--- src/rtl/axi_lite_arbiter_pkg.sv ---
// Shared types and constants for the 2:1 AXI-Lite arbiter.
// Build with AXI_ARB_TIMEOUT_EN to add the ERR state used by the watchdog.
package axi_lite_arbiter_pkg;

   typedef logic [1:0] axi_mst_resp_t;

   localparam axi_mst_resp_t AXI_RESP_OKAY   = 2'b00;
   localparam axi_mst_resp_t AXI_RESP_EXOKAY = 2'b01;
   localparam axi_mst_resp_t AXI_RESP_SLVERR = 2'b10;
   localparam axi_mst_resp_t AXI_RESP_DECERR = 2'b11;

   localparam int DEFAULT_TIMEOUT_CYCLES = 1024;

   localparam int ST_IDLE_BIT  = 0;
   localparam int ST_RD_AR_BIT = 1;
   localparam int ST_RD_R_BIT  = 2;
   localparam int ST_WR_BIT    = 3;
   localparam int ST_WR_B_BIT  = 4;
   localparam int ST_ERR_BIT   = 5;

`ifdef AXI_ARB_TIMEOUT_EN
   localparam int ARB_ST_W = 6;
`else
   localparam int ARB_ST_W = 5;
`endif

   // One-hot arbiter states; ERR exists only in the watchdog build.
   typedef enum logic [ARB_ST_W-1:0] {
      ST_IDLE    = ARB_ST_W'(1 << ST_IDLE_BIT),
      ST_RD_AR   = ARB_ST_W'(1 << ST_RD_AR_BIT),
      ST_RD_R    = ARB_ST_W'(1 << ST_RD_R_BIT),
      ST_WR_AW_W = ARB_ST_W'(1 << ST_WR_BIT),
      ST_WR_B    = ARB_ST_W'(1 << ST_WR_B_BIT)
`ifdef AXI_ARB_TIMEOUT_EN
      , ST_ERR   = ARB_ST_W'(1 << ST_ERR_BIT)
`endif
   } arb_state_e;

endpackage

--- src/rtl/axi_lite_arbiter_if.sv ---
// AXI-Lite bus bundle (AR/R/AW/W/B). The master modport is the side that
// issues requests; the slave modport is the side that answers them.
interface axi_lite_arbiter_if #(
   parameter int ADDR_W = 32,
   parameter int DATA_W = 32
);
   import axi_lite_arbiter_pkg::*;

   logic                ar_valid;
   logic [ADDR_W-1:0]   ar_addr;
   logic                ar_ready;
   logic                r_valid;
   logic [DATA_W-1:0]   r_data;
   axi_mst_resp_t       r_resp;
   logic                r_ready;
   logic                aw_valid;
   logic [ADDR_W-1:0]   aw_addr;
   logic                aw_ready;
   logic                w_valid;
   logic [DATA_W-1:0]   w_data;
   logic [DATA_W/8-1:0] w_strb;
   logic                w_ready;
   logic                b_valid;
   axi_mst_resp_t       b_resp;
   logic                b_ready;

   modport master (
      output ar_valid, ar_addr, input  ar_ready,
      input  r_valid, r_data, r_resp, output r_ready,
      output aw_valid, aw_addr, input  aw_ready,
      output w_valid, w_data, w_strb, input  w_ready,
      input  b_valid, b_resp, output b_ready
   );

   modport slave (
      input  ar_valid, ar_addr, output ar_ready,
      output r_valid, r_data, r_resp, input  r_ready,
      input  aw_valid, aw_addr, output aw_ready,
      input  w_valid, w_data, w_strb, output w_ready,
      output b_valid, b_resp, input  b_ready
   );

endinterface

--- src/rtl/axi_lite_arbiter_rr_arb2.sv ---
// Combinational two-way round-robin picker: a tie goes to the master that
// did not win last time.
module rr_arb2 (
   input  logic [1:0] req_i,
   input  logic       last_grant_i,
   output logic       gnt_o,
   output logic       gnt_valid_o
);

   always_comb begin
      gnt_o = 1'b0;
      case (req_i)
         2'b10:   gnt_o = 1'b1;
         2'b11:   gnt_o = ~last_grant_i;
         default: gnt_o = 1'b0;
      endcase
   end

   assign gnt_valid_o = |req_i;

endmodule

--- src/rtl/axi_lite_arbiter.sv ---
// 2:1 AXI-Lite arbiter (m0 = IFU, m1 = LSU) forwarding one transaction at a time.
// Define AXI_ARB_TIMEOUT_EN to add a watchdog that answers SLVERR after TIMEOUT_CYCLES.
module axi_lite_arbiter
   import axi_lite_arbiter_pkg::*;
#(
   parameter int ADDR_W = 32,
   parameter int DATA_W = 32
`ifdef AXI_ARB_TIMEOUT_EN
   , parameter int TIMEOUT_CYCLES = DEFAULT_TIMEOUT_CYCLES
`endif
) (
   input  logic clk_i,
   input  logic rst_i,
   axi_lite_arbiter_if.slave  m0_if,
   axi_lite_arbiter_if.slave  m1_if,
   axi_lite_arbiter_if.master s_if
);

   localparam int STRB_W = DATA_W / 8;

   arb_state_e state_q;
   logic       grant_q, lastGrant_q, awDone_q, wDone_q;
   logic       pickGnt, pickValid, pickArValid;

   logic              gArValid, gRReady, gAwValid, gWValid, gBReady;
   logic [ADDR_W-1:0] gArAddr, gAwAddr;
   logic [DATA_W-1:0] gWData;
   logic [STRB_W-1:0] gWStrb;
   logic              arHs, rHs, awHs, wHs, bHs;

   logic              sArValid, sRReady, sAwValid, sWValid, sBReady;
   logic [ADDR_W-1:0] sArAddr, sAwAddr;
   logic [DATA_W-1:0] sWData;
   logic [STRB_W-1:0] sWStrb;
   logic              gArReady, gRValid, gAwReady, gWReady, gBValid;
   logic [DATA_W-1:0] gRData;
   axi_mst_resp_t     gRResp, gBResp;

   rr_arb2 u_rrArb (
      .req_i       ({m1_if.ar_valid | m1_if.aw_valid, m0_if.ar_valid | m0_if.aw_valid}),
      .last_grant_i(lastGrant_q),
      .gnt_o       (pickGnt),
      .gnt_valid_o (pickValid)
   );

   assign pickArValid = pickGnt ? m1_if.ar_valid : m0_if.ar_valid;

   assign gArValid = grant_q ? m1_if.ar_valid : m0_if.ar_valid;
   assign gArAddr  = grant_q ? m1_if.ar_addr  : m0_if.ar_addr;
   assign gRReady  = grant_q ? m1_if.r_ready  : m0_if.r_ready;
   assign gAwValid = grant_q ? m1_if.aw_valid : m0_if.aw_valid;
   assign gAwAddr  = grant_q ? m1_if.aw_addr  : m0_if.aw_addr;
   assign gWValid  = grant_q ? m1_if.w_valid  : m0_if.w_valid;
   assign gWData   = grant_q ? m1_if.w_data   : m0_if.w_data;
   assign gWStrb   = grant_q ? m1_if.w_strb   : m0_if.w_strb;
   assign gBReady  = grant_q ? m1_if.b_ready  : m0_if.b_ready;

   assign arHs = (state_q == ST_RD_AR)   && gArValid && s_if.ar_ready;
   assign rHs  = (state_q == ST_RD_R)    && s_if.r_valid && gRReady;
   assign awHs = (state_q == ST_WR_AW_W) && !awDone_q && gAwValid && s_if.aw_ready;
   assign wHs  = (state_q == ST_WR_AW_W) && !wDone_q && gWValid && s_if.w_ready;
   assign bHs  = (state_q == ST_WR_B)    && s_if.b_valid && gBReady;

`ifdef AXI_ARB_TIMEOUT_EN
   localparam int CNT_W = $clog2(TIMEOUT_CYCLES + 1);
   logic [CNT_W-1:0] cnt_q;
   logic             errIsRead_q;
   logic             timeoutHit, errHs;

   // A final response landing on the expiry cycle still wins over the watchdog.
   assign timeoutHit = (state_q != ST_IDLE) && (state_q != ST_ERR) &&
                       (cnt_q == CNT_W'(TIMEOUT_CYCLES - 1)) && !rHs && !bHs;
   assign errHs      = (state_q == ST_ERR) && (errIsRead_q ? gRReady : gBReady);
`endif

   always_ff @(posedge clk_i or negedge rst_i) begin
      if (!rst_i) begin
         state_q     <= ST_IDLE;
         grant_q     <= 1'b0;
         lastGrant_q <= 1'b1;
         awDone_q    <= 1'b0;
         wDone_q     <= 1'b0;
`ifdef AXI_ARB_TIMEOUT_EN
         cnt_q       <= '0;
         errIsRead_q <= 1'b0;
`endif
      end else begin
`ifdef AXI_ARB_TIMEOUT_EN
         if (state_q != ST_IDLE) cnt_q <= cnt_q + 1'b1;
`endif
         case (state_q)
            ST_IDLE: begin
               if (pickValid) begin
                  grant_q <= pickGnt;
                  state_q <= pickArValid ? ST_RD_AR : ST_WR_AW_W;
`ifdef AXI_ARB_TIMEOUT_EN
                  cnt_q       <= '0;
                  errIsRead_q <= pickArValid;
`endif
               end
            end
            ST_RD_AR: if (arHs) state_q <= ST_RD_R;
            ST_RD_R: begin
               if (rHs) begin
                  state_q     <= ST_IDLE;
                  lastGrant_q <= grant_q;
               end
            end
            ST_WR_AW_W: begin
               if ((awDone_q || awHs) && (wDone_q || wHs)) begin
                  state_q  <= ST_WR_B;
                  awDone_q <= 1'b0;
                  wDone_q  <= 1'b0;
               end else begin
                  if (awHs) awDone_q <= 1'b1;
                  if (wHs)  wDone_q  <= 1'b1;
               end
            end
            ST_WR_B: begin
               if (bHs) begin
                  state_q     <= ST_IDLE;
                  lastGrant_q <= grant_q;
               end
            end
`ifdef AXI_ARB_TIMEOUT_EN
            ST_ERR: begin
               if (errHs) begin
                  state_q     <= ST_IDLE;
                  lastGrant_q <= grant_q;
               end
            end
`endif
            default: state_q <= ST_IDLE;
         endcase
`ifdef AXI_ARB_TIMEOUT_EN
         if (timeoutHit) begin
            state_q  <= ST_ERR;
            awDone_q <= 1'b0;
            wDone_q  <= 1'b0;
         end
`endif
      end
   end

   // Channel routing is purely a function of state, so IDLE and reset force everything to 0.
   always_comb begin
      sArValid = 1'b0; sArAddr = '0; sRReady = 1'b0;
      sAwValid = 1'b0; sAwAddr = '0;
      sWValid  = 1'b0; sWData  = '0; sWStrb  = '0; sBReady = 1'b0;
      gArReady = 1'b0; gRValid = 1'b0; gRData = '0; gRResp = AXI_RESP_OKAY;
      gAwReady = 1'b0; gWReady = 1'b0; gBValid = 1'b0; gBResp = AXI_RESP_OKAY;
      case (state_q)
         ST_RD_AR: begin
            sArValid = gArValid;
            if (gArValid) sArAddr = gArAddr;
            gArReady = s_if.ar_ready;
         end
         ST_RD_R: begin
            gRValid = s_if.r_valid;
            if (s_if.r_valid) begin
               gRData = s_if.r_data;
               gRResp = s_if.r_resp;
            end
            sRReady = gRReady;
         end
         ST_WR_AW_W: begin
            if (!awDone_q) begin
               sAwValid = gAwValid;
               if (gAwValid) sAwAddr = gAwAddr;
               gAwReady = s_if.aw_ready;
            end
            if (!wDone_q) begin
               sWValid = gWValid;
               if (gWValid) begin
                  sWData = gWData;
                  sWStrb = gWStrb;
               end
               gWReady = s_if.w_ready;
            end
         end
         ST_WR_B: begin
            gBValid = s_if.b_valid;
            if (s_if.b_valid) gBResp = s_if.b_resp;
            sBReady = gBReady;
         end
`ifdef AXI_ARB_TIMEOUT_EN
         ST_ERR: begin
            if (errIsRead_q) begin
               gRValid = 1'b1;
               gRResp  = AXI_RESP_SLVERR;
            end else begin
               gBValid = 1'b1;
               gBResp  = AXI_RESP_SLVERR;
            end
         end
`endif
         default: ;
      endcase
   end

   assign s_if.ar_valid = sArValid;
   assign s_if.ar_addr  = sArAddr;
   assign s_if.r_ready  = sRReady;
   assign s_if.aw_valid = sAwValid;
   assign s_if.aw_addr  = sAwAddr;
   assign s_if.w_valid  = sWValid;
   assign s_if.w_data   = sWData;
   assign s_if.w_strb   = sWStrb;
   assign s_if.b_ready  = sBReady;

   assign m0_if.ar_ready = !grant_q && gArReady;
   assign m0_if.r_valid  = !grant_q && gRValid;
   assign m0_if.r_data   = grant_q ? '0 : gRData;
   assign m0_if.r_resp   = grant_q ? AXI_RESP_OKAY : gRResp;
   assign m0_if.aw_ready = !grant_q && gAwReady;
   assign m0_if.w_ready  = !grant_q && gWReady;
   assign m0_if.b_valid  = !grant_q && gBValid;
   assign m0_if.b_resp   = grant_q ? AXI_RESP_OKAY : gBResp;

   assign m1_if.ar_ready = grant_q && gArReady;
   assign m1_if.r_valid  = grant_q && gRValid;
   assign m1_if.r_data   = grant_q ? gRData : '0;
   assign m1_if.r_resp   = grant_q ? gRResp : AXI_RESP_OKAY;
   assign m1_if.aw_ready = grant_q && gAwReady;
   assign m1_if.w_ready  = grant_q && gWReady;
   assign m1_if.b_valid  = grant_q && gBValid;
   assign m1_if.b_resp   = grant_q ? gBResp : AXI_RESP_OKAY;

endmodule

--- src/flat_wrapper.sv ---
// flat-port wrapper written by rule: the top's interface ports become plain ports
module axi_lite_arbiter_flat import axi_lite_arbiter_pkg::*;
#(
   parameter int ADDR_W = 32,
   parameter int DATA_W = 32

)
  (clk_i, rst_i, m0_if_ar_valid, m0_if_ar_addr, m0_if_ar_ready, m0_if_r_valid, m0_if_r_data, m0_if_r_resp, m0_if_r_ready, m0_if_aw_valid, m0_if_aw_addr, m0_if_aw_ready, m0_if_w_valid, m0_if_w_data, m0_if_w_strb, m0_if_w_ready, m0_if_b_valid, m0_if_b_resp, m0_if_b_ready, m1_if_ar_valid, m1_if_ar_addr, m1_if_ar_ready, m1_if_r_valid, m1_if_r_data, m1_if_r_resp, m1_if_r_ready, m1_if_aw_valid, m1_if_aw_addr, m1_if_aw_ready, m1_if_w_valid, m1_if_w_data, m1_if_w_strb, m1_if_w_ready, m1_if_b_valid, m1_if_b_resp, m1_if_b_ready, s_if_ar_valid, s_if_ar_addr, s_if_ar_ready, s_if_r_valid, s_if_r_data, s_if_r_resp, s_if_r_ready, s_if_aw_valid, s_if_aw_addr, s_if_aw_ready, s_if_w_valid, s_if_w_data, s_if_w_strb, s_if_w_ready, s_if_b_valid, s_if_b_resp, s_if_b_ready);
  axi_lite_arbiter_if #(.ADDR_W(ADDR_W), .DATA_W(DATA_W)) m0_if_i ();
  axi_lite_arbiter_if #(.ADDR_W(ADDR_W), .DATA_W(DATA_W)) m1_if_i ();
  axi_lite_arbiter_if #(.ADDR_W(ADDR_W), .DATA_W(DATA_W)) s_if_i ();
  input  logic clk_i;
  input  logic rst_i;
  input wire logic [$bits(m0_if_i.ar_valid)-1:0] m0_if_ar_valid;
  input wire logic [$bits(m0_if_i.ar_addr)-1:0] m0_if_ar_addr;
  output wire logic [$bits(m0_if_i.ar_ready)-1:0] m0_if_ar_ready;
  output wire logic [$bits(m0_if_i.r_valid)-1:0] m0_if_r_valid;
  output wire logic [$bits(m0_if_i.r_data)-1:0] m0_if_r_data;
  output wire logic [$bits(m0_if_i.r_resp)-1:0] m0_if_r_resp;
  input wire logic [$bits(m0_if_i.r_ready)-1:0] m0_if_r_ready;
  input wire logic [$bits(m0_if_i.aw_valid)-1:0] m0_if_aw_valid;
  input wire logic [$bits(m0_if_i.aw_addr)-1:0] m0_if_aw_addr;
  output wire logic [$bits(m0_if_i.aw_ready)-1:0] m0_if_aw_ready;
  input wire logic [$bits(m0_if_i.w_valid)-1:0] m0_if_w_valid;
  input wire logic [$bits(m0_if_i.w_data)-1:0] m0_if_w_data;
  input wire logic [$bits(m0_if_i.w_strb)-1:0] m0_if_w_strb;
  output wire logic [$bits(m0_if_i.w_ready)-1:0] m0_if_w_ready;
  output wire logic [$bits(m0_if_i.b_valid)-1:0] m0_if_b_valid;
  output wire logic [$bits(m0_if_i.b_resp)-1:0] m0_if_b_resp;
  input wire logic [$bits(m0_if_i.b_ready)-1:0] m0_if_b_ready;
  input wire logic [$bits(m1_if_i.ar_valid)-1:0] m1_if_ar_valid;
  input wire logic [$bits(m1_if_i.ar_addr)-1:0] m1_if_ar_addr;
  output wire logic [$bits(m1_if_i.ar_ready)-1:0] m1_if_ar_ready;
  output wire logic [$bits(m1_if_i.r_valid)-1:0] m1_if_r_valid;
  output wire logic [$bits(m1_if_i.r_data)-1:0] m1_if_r_data;
  output wire logic [$bits(m1_if_i.r_resp)-1:0] m1_if_r_resp;
  input wire logic [$bits(m1_if_i.r_ready)-1:0] m1_if_r_ready;
  input wire logic [$bits(m1_if_i.aw_valid)-1:0] m1_if_aw_valid;
  input wire logic [$bits(m1_if_i.aw_addr)-1:0] m1_if_aw_addr;
  output wire logic [$bits(m1_if_i.aw_ready)-1:0] m1_if_aw_ready;
  input wire logic [$bits(m1_if_i.w_valid)-1:0] m1_if_w_valid;
  input wire logic [$bits(m1_if_i.w_data)-1:0] m1_if_w_data;
  input wire logic [$bits(m1_if_i.w_strb)-1:0] m1_if_w_strb;
  output wire logic [$bits(m1_if_i.w_ready)-1:0] m1_if_w_ready;
  output wire logic [$bits(m1_if_i.b_valid)-1:0] m1_if_b_valid;
  output wire logic [$bits(m1_if_i.b_resp)-1:0] m1_if_b_resp;
  input wire logic [$bits(m1_if_i.b_ready)-1:0] m1_if_b_ready;
  output wire logic [$bits(s_if_i.ar_valid)-1:0] s_if_ar_valid;
  output wire logic [$bits(s_if_i.ar_addr)-1:0] s_if_ar_addr;
  input wire logic [$bits(s_if_i.ar_ready)-1:0] s_if_ar_ready;
  input wire logic [$bits(s_if_i.r_valid)-1:0] s_if_r_valid;
  input wire logic [$bits(s_if_i.r_data)-1:0] s_if_r_data;
  input wire logic [$bits(s_if_i.r_resp)-1:0] s_if_r_resp;
  output wire logic [$bits(s_if_i.r_ready)-1:0] s_if_r_ready;
  output wire logic [$bits(s_if_i.aw_valid)-1:0] s_if_aw_valid;
  output wire logic [$bits(s_if_i.aw_addr)-1:0] s_if_aw_addr;
  input wire logic [$bits(s_if_i.aw_ready)-1:0] s_if_aw_ready;
  output wire logic [$bits(s_if_i.w_valid)-1:0] s_if_w_valid;
  output wire logic [$bits(s_if_i.w_data)-1:0] s_if_w_data;
  output wire logic [$bits(s_if_i.w_strb)-1:0] s_if_w_strb;
  input wire logic [$bits(s_if_i.w_ready)-1:0] s_if_w_ready;
  input wire logic [$bits(s_if_i.b_valid)-1:0] s_if_b_valid;
  input wire logic [$bits(s_if_i.b_resp)-1:0] s_if_b_resp;
  output wire logic [$bits(s_if_i.b_ready)-1:0] s_if_b_ready;
  assign m0_if_i.ar_valid = m0_if_ar_valid;
  assign m0_if_i.ar_addr = m0_if_ar_addr;
  assign m0_if_ar_ready = m0_if_i.ar_ready;
  assign m0_if_r_valid = m0_if_i.r_valid;
  assign m0_if_r_data = m0_if_i.r_data;
  assign m0_if_r_resp = m0_if_i.r_resp;
  assign m0_if_i.r_ready = m0_if_r_ready;
  assign m0_if_i.aw_valid = m0_if_aw_valid;
  assign m0_if_i.aw_addr = m0_if_aw_addr;
  assign m0_if_aw_ready = m0_if_i.aw_ready;
  assign m0_if_i.w_valid = m0_if_w_valid;
  assign m0_if_i.w_data = m0_if_w_data;
  assign m0_if_i.w_strb = m0_if_w_strb;
  assign m0_if_w_ready = m0_if_i.w_ready;
  assign m0_if_b_valid = m0_if_i.b_valid;
  assign m0_if_b_resp = m0_if_i.b_resp;
  assign m0_if_i.b_ready = m0_if_b_ready;
  assign m1_if_i.ar_valid = m1_if_ar_valid;
  assign m1_if_i.ar_addr = m1_if_ar_addr;
  assign m1_if_ar_ready = m1_if_i.ar_ready;
  assign m1_if_r_valid = m1_if_i.r_valid;
  assign m1_if_r_data = m1_if_i.r_data;
  assign m1_if_r_resp = m1_if_i.r_resp;
  assign m1_if_i.r_ready = m1_if_r_ready;
  assign m1_if_i.aw_valid = m1_if_aw_valid;
  assign m1_if_i.aw_addr = m1_if_aw_addr;
  assign m1_if_aw_ready = m1_if_i.aw_ready;
  assign m1_if_i.w_valid = m1_if_w_valid;
  assign m1_if_i.w_data = m1_if_w_data;
  assign m1_if_i.w_strb = m1_if_w_strb;
  assign m1_if_w_ready = m1_if_i.w_ready;
  assign m1_if_b_valid = m1_if_i.b_valid;
  assign m1_if_b_resp = m1_if_i.b_resp;
  assign m1_if_i.b_ready = m1_if_b_ready;
  assign s_if_ar_valid = s_if_i.ar_valid;
  assign s_if_ar_addr = s_if_i.ar_addr;
  assign s_if_i.ar_ready = s_if_ar_ready;
  assign s_if_i.r_valid = s_if_r_valid;
  assign s_if_i.r_data = s_if_r_data;
  assign s_if_i.r_resp = s_if_r_resp;
  assign s_if_r_ready = s_if_i.r_ready;
  assign s_if_aw_valid = s_if_i.aw_valid;
  assign s_if_aw_addr = s_if_i.aw_addr;
  assign s_if_i.aw_ready = s_if_aw_ready;
  assign s_if_w_valid = s_if_i.w_valid;
  assign s_if_w_data = s_if_i.w_data;
  assign s_if_w_strb = s_if_i.w_strb;
  assign s_if_i.w_ready = s_if_w_ready;
  assign s_if_i.b_valid = s_if_b_valid;
  assign s_if_i.b_resp = s_if_b_resp;
  assign s_if_b_ready = s_if_i.b_ready;
  axi_lite_arbiter #(.ADDR_W(ADDR_W), .DATA_W(DATA_W)) u_core (.clk_i(clk_i), .rst_i(rst_i), .m0_if(m0_if_i), .m1_if(m1_if_i), .s_if(s_if_i));
endmodule
--- config.mk ---
export PLATFORM = sky130hd
export DESIGN_NAME = axi_lite_arbiter_flat
export DESIGN_NICKNAME = d
export VERILOG_FILES = /design/src/rtl/axi_lite_arbiter_pkg.sv /design/src/rtl/axi_lite_arbiter_if.sv /design/src/rtl/axi_lite_arbiter_rr_arb2.sv /design/src/rtl/axi_lite_arbiter.sv /design/src/flat_wrapper.sv
export SDC_FILE = /design/constraint.sdc
export NUM_CORES = 1
export LEC_CHECK = 0
export ABC_CLOCK_PERIOD_IN_PS = 1900
export BUFFER_PORTS_ARGS = -buffer_cell sky130_fd_sc_hd__buf_2
export CORE_AREA = 2 2 172 174
export DETAILED_ROUTE_END_ITERATION = 7
export DIE_AREA = 0 0 174 176
export GPL_TIMING_DRIVEN = 0
export RECOVER_POWER = 25
export SLEW_MARGIN = 20
export SYNTH_ARGS = -nofsm -noshare
export SYNTH_HDL_FRONTEND = slang
export SYNTH_HIERARCHICAL = 1
export SYNTH_SLANG_ARGS = --single-unit
--- constraint.sdc ---
create_clock -name clk_i -period 1.9 [get_ports clk_i]
set_input_delay 0.285 -clock clk_i [delete_from_list [all_inputs] [get_ports clk_i]]
set_output_delay 0.285 -clock clk_i [all_outputs]
set_load 0.01 [all_outputs]
Word-level counts from Yosys, hierarchy flattened
Index checks and enable logic that the tools add are counted.
{"block": "totals", "inputBits": 253, "reg_bits": 9, "word_cells": 119}
{"block": "op_classes", "n_mux": 62, "n_bitwise": 3, "n_eq_ne": 12, "n_reduce_logical": 37}
{"operator": "$mux W32", "count": 15}
{"operator": "$mux W1", "count": 26}
{"operator": "$mux W5", "count": 5}
{"operator": "$pmux W5 S5", "count": 1}
{"operator": "$logic_and A1 B1 Y1", "count": 23}
{"operator": "$mux W4", "count": 5}
{"operator": "$mux W2", "count": 8}
{"operator": "$ne A2 B1 Y1 const B", "count": 4}
{"operator": "$reduce_and A2 Y1", "count": 3}
{"operator": "$reduce_bool A2 Y1", "count": 3}
{"operator": "$eq A5 B1 Y1 const B", "count": 1}
{"operator": "$eq A5 B2 Y1 const B", "count": 1}
{"operator": "$eq A5 B3 Y1 const B", "count": 1}
{"operator": "$eq A5 B4 Y1 const B", "count": 1}
{"operator": "$eq A5 B5 Y1 const B", "count": 1}
{"operator": "$reduce_and A5 Y1", "count": 1}
{"operator": "$eq A2 B2 Y1 const B", "count": 2}
{"operator": "$pmux W1 S2", "count": 2}
{"operator": "$logic_not A1 Y1", "count": 3}
{"operator": "$reduce_and A3 Y1", "count": 1}
{"operator": "$logic_or A1 B1 Y1", "count": 2}
{"operator": "$ne A2 B2 Y1 const B", "count": 1}
{"operator": "$or A1 B1 Y1", "count": 2}
{"operator": "$reduce_or A2 Y1", "count": 1}
{"operator": "$not A1 Y1", "count": 1}

Longest topological paths before layout
{"block": "depth", "depth_word": 8, "mapped_depth": 6}

Hierarchy
The synthesis kept the hierarchy.
{"mod": "axi_lite_arbiter", "seq_area_each_um2": 227.7, "n_inst": 1, "cells_each": 388, "area_per_inst_um2": 2751.4}
{"mod": "rr_arb2", "seq_area_each_um2": 0.0, "n_inst": 1, "cells_each": 2, "area_per_inst_um2": 13.8}

Worst setup path before layout
OpenSTA, ideal clock, no wires.
{"block": "synth_path", "kind": "flip-flop to output port", "start": "reg u_core.grant_q", "end": "out m0_if_aw_ready", "path_stages_with_launch": 6, "path_buffers": 4, "path_slack_ns": 0.135, "arrival_time_ns": 1.480, "cell_sequence": "dfrtp_1 > buf_6 > buf_6 > buf_2 > buf_2 > nor4b_1"}
{"block": "synth_between", "elab_chain_len": 2}
{"item": "start, declared", "line": "axi_lite_arbiter.sv:22", "rtl": "logic grant_q, lastGrant_q, awDone_q, wDone_q;"}
{"item": "start signal, assigned", "line": "axi_lite_arbiter.sv:94", "rtl": "grant_q <= pickGnt;"}
{"item": "$logic_not A1 Y1", "line": "axi_lite_arbiter.sv:215", "rtl": "assign m0_if.aw_ready = !grant_q && gAwReady;"}
{"item": "$logic_and A1 B1 Y1", "line": "axi_lite_arbiter.sv:215"}
{"item": "end, declared", "line": "flat_wrapper.sv:23", "rtl": "output wire logic [$bits(m0_if_i.aw_ready)-1:0] m0_if_aw_ready;"}
No other way between the ends.

Worst setup path after layout
{"block": "layout_path", "start": "reg u_core.state_q[4]", "end": "out s_if_aw_addr[30]"}
{"block": "layout_between", "elab_chain_len": 2}
{"item": "start, declared", "line": "axi_lite_arbiter.sv:21", "rtl": "arb_state_e state_q;"}
{"item": "start signal, assigned", "line": "axi_lite_arbiter.sv:95", "rtl": "state_q <= pickArValid ? ST_RD_AR : ST_WR_AW_W;"}
{"item": "$eq A5 B4 Y1", "line": "axi_lite_arbiter.sv:152", "rtl": "case (state_q)"}
{"item": "$mux W32", "line": "axi_lite_arbiter.sv:152"}
{"item": "end, declared", "line": "flat_wrapper.sv:56", "rtl": "output wire logic [$bits(s_if_i.aw_addr)-1:0] s_if_aw_addr;"}
No other way between the ends.

==> reports/qor.txt <==
Outcome: finished with violations
Violated checks: setup timing
Hold Fails Final Rpt: 0
Synth area leaders: mux2i_1 (38%), and2_1 (16%), nor2_1 (15%), dfrtp_1 (6.3%), buf_6 (3.3%)
Fin Clk Skew: 0.006766 ns
Tightest Pin Transition: 0.5113 ns
WP data arrival: 1.89 ns
Num CTS Buffers: 3
Wire length on met3: 1534 um
Synthesized net count: 643
Fin Hold WS: 0.2351 ns
CP max FO: 5
Initial core utilization: 0.09686
Post-route core utilization: 0.2742
Leakage: 4.289 nW
Initial antenna violation count: 7
GPL Wtd Cong: 0.8513
Setup TNS: -33.44 ns
Vias in the first global route: 4868
Clock tree sinks: 9
Pre-Repair DR Iteration Count: 4
Mean area per synthesized cell: 7.090 um2
CP endpoint kind: output pin
Row count: 62
Fill count: 3077
Core area: 0.02855 mm2
Routed wire length: 21600 um
Gr usage total: 0.1200
CTS tree: done
Clock Pin Slew Worst Setup and Hold Paths: 0.04 ns
PortBufs: 439
Largest net degree at the start of global routing: 11
Max-Cap Viols: 0
Die X-Extent: 174 um
First-pass GRT wire length: 27950 um
Final period utilization: 1.147
Worst min-delay path class: in -> reg
Synth warn: 6
Remaining DRCs: 0
Ratio of cells with drive above 1 in the final layout: 0.7860
Net total in the final layout: 1142
Worst-case clock buffer depth: 2
Top sig layer: met5
Total number of H-tree levels: 1
Reg area: 232.7 um2
Post-synth cell types: 42
WL met2: 11750 um
Clock root cell: clkbuf_16
Vias per cell: 3.810
DP HPWL: 16210 um
RSZ-0062 raised after global routing: true
Die Ht: 176 um
PwrDens: 632.1 mW/mm2
Top-level I/O count: 440
Syn Inst Count: 390
Fmax: 459.0 MHz
Top-area cell type share of the netlist area: 0.3765
DIE AREA: 0.03062 mm2
WL met1: 7679 um
Sequential fraction of the synthesis area: 0.08235
Clock latency on the worst-skew pair: 0.24 ns
Area delta synth->final: 183.0%
Final WS setup: -0.2788 ns
CP Launch Type: flip-flop
Routed WL per cell: 16.93 um
Post-DRT Antenna Nets: 0
Area leader, netlist: mux2i_1
Tot Pwr: 4.947 mW
VDD IR max: 0.0003985 V
Setup violators final: 182
Starting DRT DRC Count: 89
CP Class: reg -> out
Synthesis-stage register bit count: 9
Vias after detailed routing: 4862
Footprint of the multi-input gates: 0.003064 mm2
Slew Limit Headroom: 0.6591
Gr ovfl total: 0
Final Max Slew Viols: 0
Mapped Area: 0.002765 mm2
Required time of the critical path: 1.62 ns
Final Critical Period: 2.179 ns
-- layer usage --
| layer | global-route usage | up-vias |
|---|---|---|
| met5 | 0 | - |
| met4 | 0.04447 | 4 |
| met3 | 0.02003 | 33 |
| met2 | 0.2334 | 297 |
| met1 | 0.1294 | 2221 |
| li1 | - | 2307 |
-- area by class of cell --
cell class              instances  area share
repair buffers                495      0.4475
multi-input cells             342      0.3915
well taps                     384     0.06139
plain buffers                  29     0.05372
flip-flops and latches          9     0.02974
clock buffers                   4     0.01007
inverters                       9    0.004796
diodes                          4    0.001279
-- cell usage in the layout, fill, tap and decap left out, drive strengths merged, types with 2 or more instances in the layout --
master,netlist,layout
nand2,8,8
and2,72,72
or3,2,2
nor2,111,111
nand4b,2,2
or2,3,3
nand3b,3,3
nor2b,2,2
o21ai,4,4
clkbuf,5,11
nor4b,2,2
nor4,2,2
or3b,1,2
diode,0,4
mux2,3,3
inv,9,8
buf,26,515
nor3,6,6
o22a,2,2
dfstp,2,2
a21oi,2,2
dfrtp,7,7
mux2i,104,104
-- what timing repair did --
item,CTS,global route
hold buffers,1,0
hold endpoints to repair,7,0
pin swaps,85,47
setup buffers,27,18
gates cloned,9,5
gates resized for setup,236,202
endpoints found under the setup margin,185,186
-- synth_stat cells, drive strengths merged --
cell type and n:
nand2b 1, or3 2, mux2i 104, nor4 2, o211a 1, a21o 1, nor2 111, nor2b 2
nand4 1, buf 26, o211ai 1, nand3b 3, a21boi 1, a221oi 1, o31a 1, and2 72
a21oi 2, nand2 8, nor3 6, o31ai 1, or3b 1, inv 9, nor4b 2, dfrtp 7
o21ai 4, nand3 1, or2 3, nand4b 2, and3b 1, dfstp 2, o21a 1, o22a 2
mux2 3, clkbuf 5
-- worst paths after layout --
check / from / to / slack [ns] / cells past startpoint
worst max-delay path: u_core/state_q[4] / s_if_aw_addr[30] / -0.28 / 7
worst min-delay path: m0_if_b_ready / u_core/lastGrant_q / 0.24 / 2
worst max register to register: u_core/grant_q / u_core/lastGrant_q / 0.12 / 7
worst min register to register: u_core/lastGrant_q / u_core/lastGrant_q / 0.51 / 2
max in group asynchronous: rst_i / u_core/state_q[1] / 0.97 / 2
min in group asynchronous: rst_i / u_core/wDone_q / 0.55 / 2
-- logic make-up after synthesis --
logic type,Yosys count,share of synthesized area
buffers and inverters,40,0.08688
muxes,107,0.3900
DFF,9,0.08235
and+or+nand+nor,218,0.4000
AOI/OAI and AO/OA,16,0.04073
-- report_power, final --
| part | leakage [nW] | internal, mW | switching [mW] | total (mW) |
|---|---|---|---|---|
| sequential | 0.104 | 0.282 | 0.120 | 0.402 |
| clock | 0.0382 | 0.282 | 0.106 | 0.388 |
| combinational | 4.15 | 2.10 | 2.05 | 4.16 |
-- metrics by stage --
step	worst slack, ns	cells	area (um2)
global placement	-0.3968	1213	5443
detailed placement	-0.4295	1213	5443
global route	-0.3415	1276	7826
CTS	-0.2879	1253	6825
finish	-0.2788	1276	7826
floorplan	0.1348	390	2765
-- sequential cells by signal (all words and copies together), names as in the netlist --
name,count
u_core/grant_q,1
u_core/wDone_q,1
u_core/awDone_q,1
u_core/lastGrant_q,1
u_core/state_q,5
-- critical path, cell delays in order, from the launching register on --
cell,delay (ns)
dfrtp_2,0.45
nor2_4,0.15
nand3_4,0.11
buf_12,0.14
or3b_4,0.43
buf_8,0.17
nor2_4,0.08
buf_6,0.11
No activity file was read; power rests on OpenSTA's default activity.
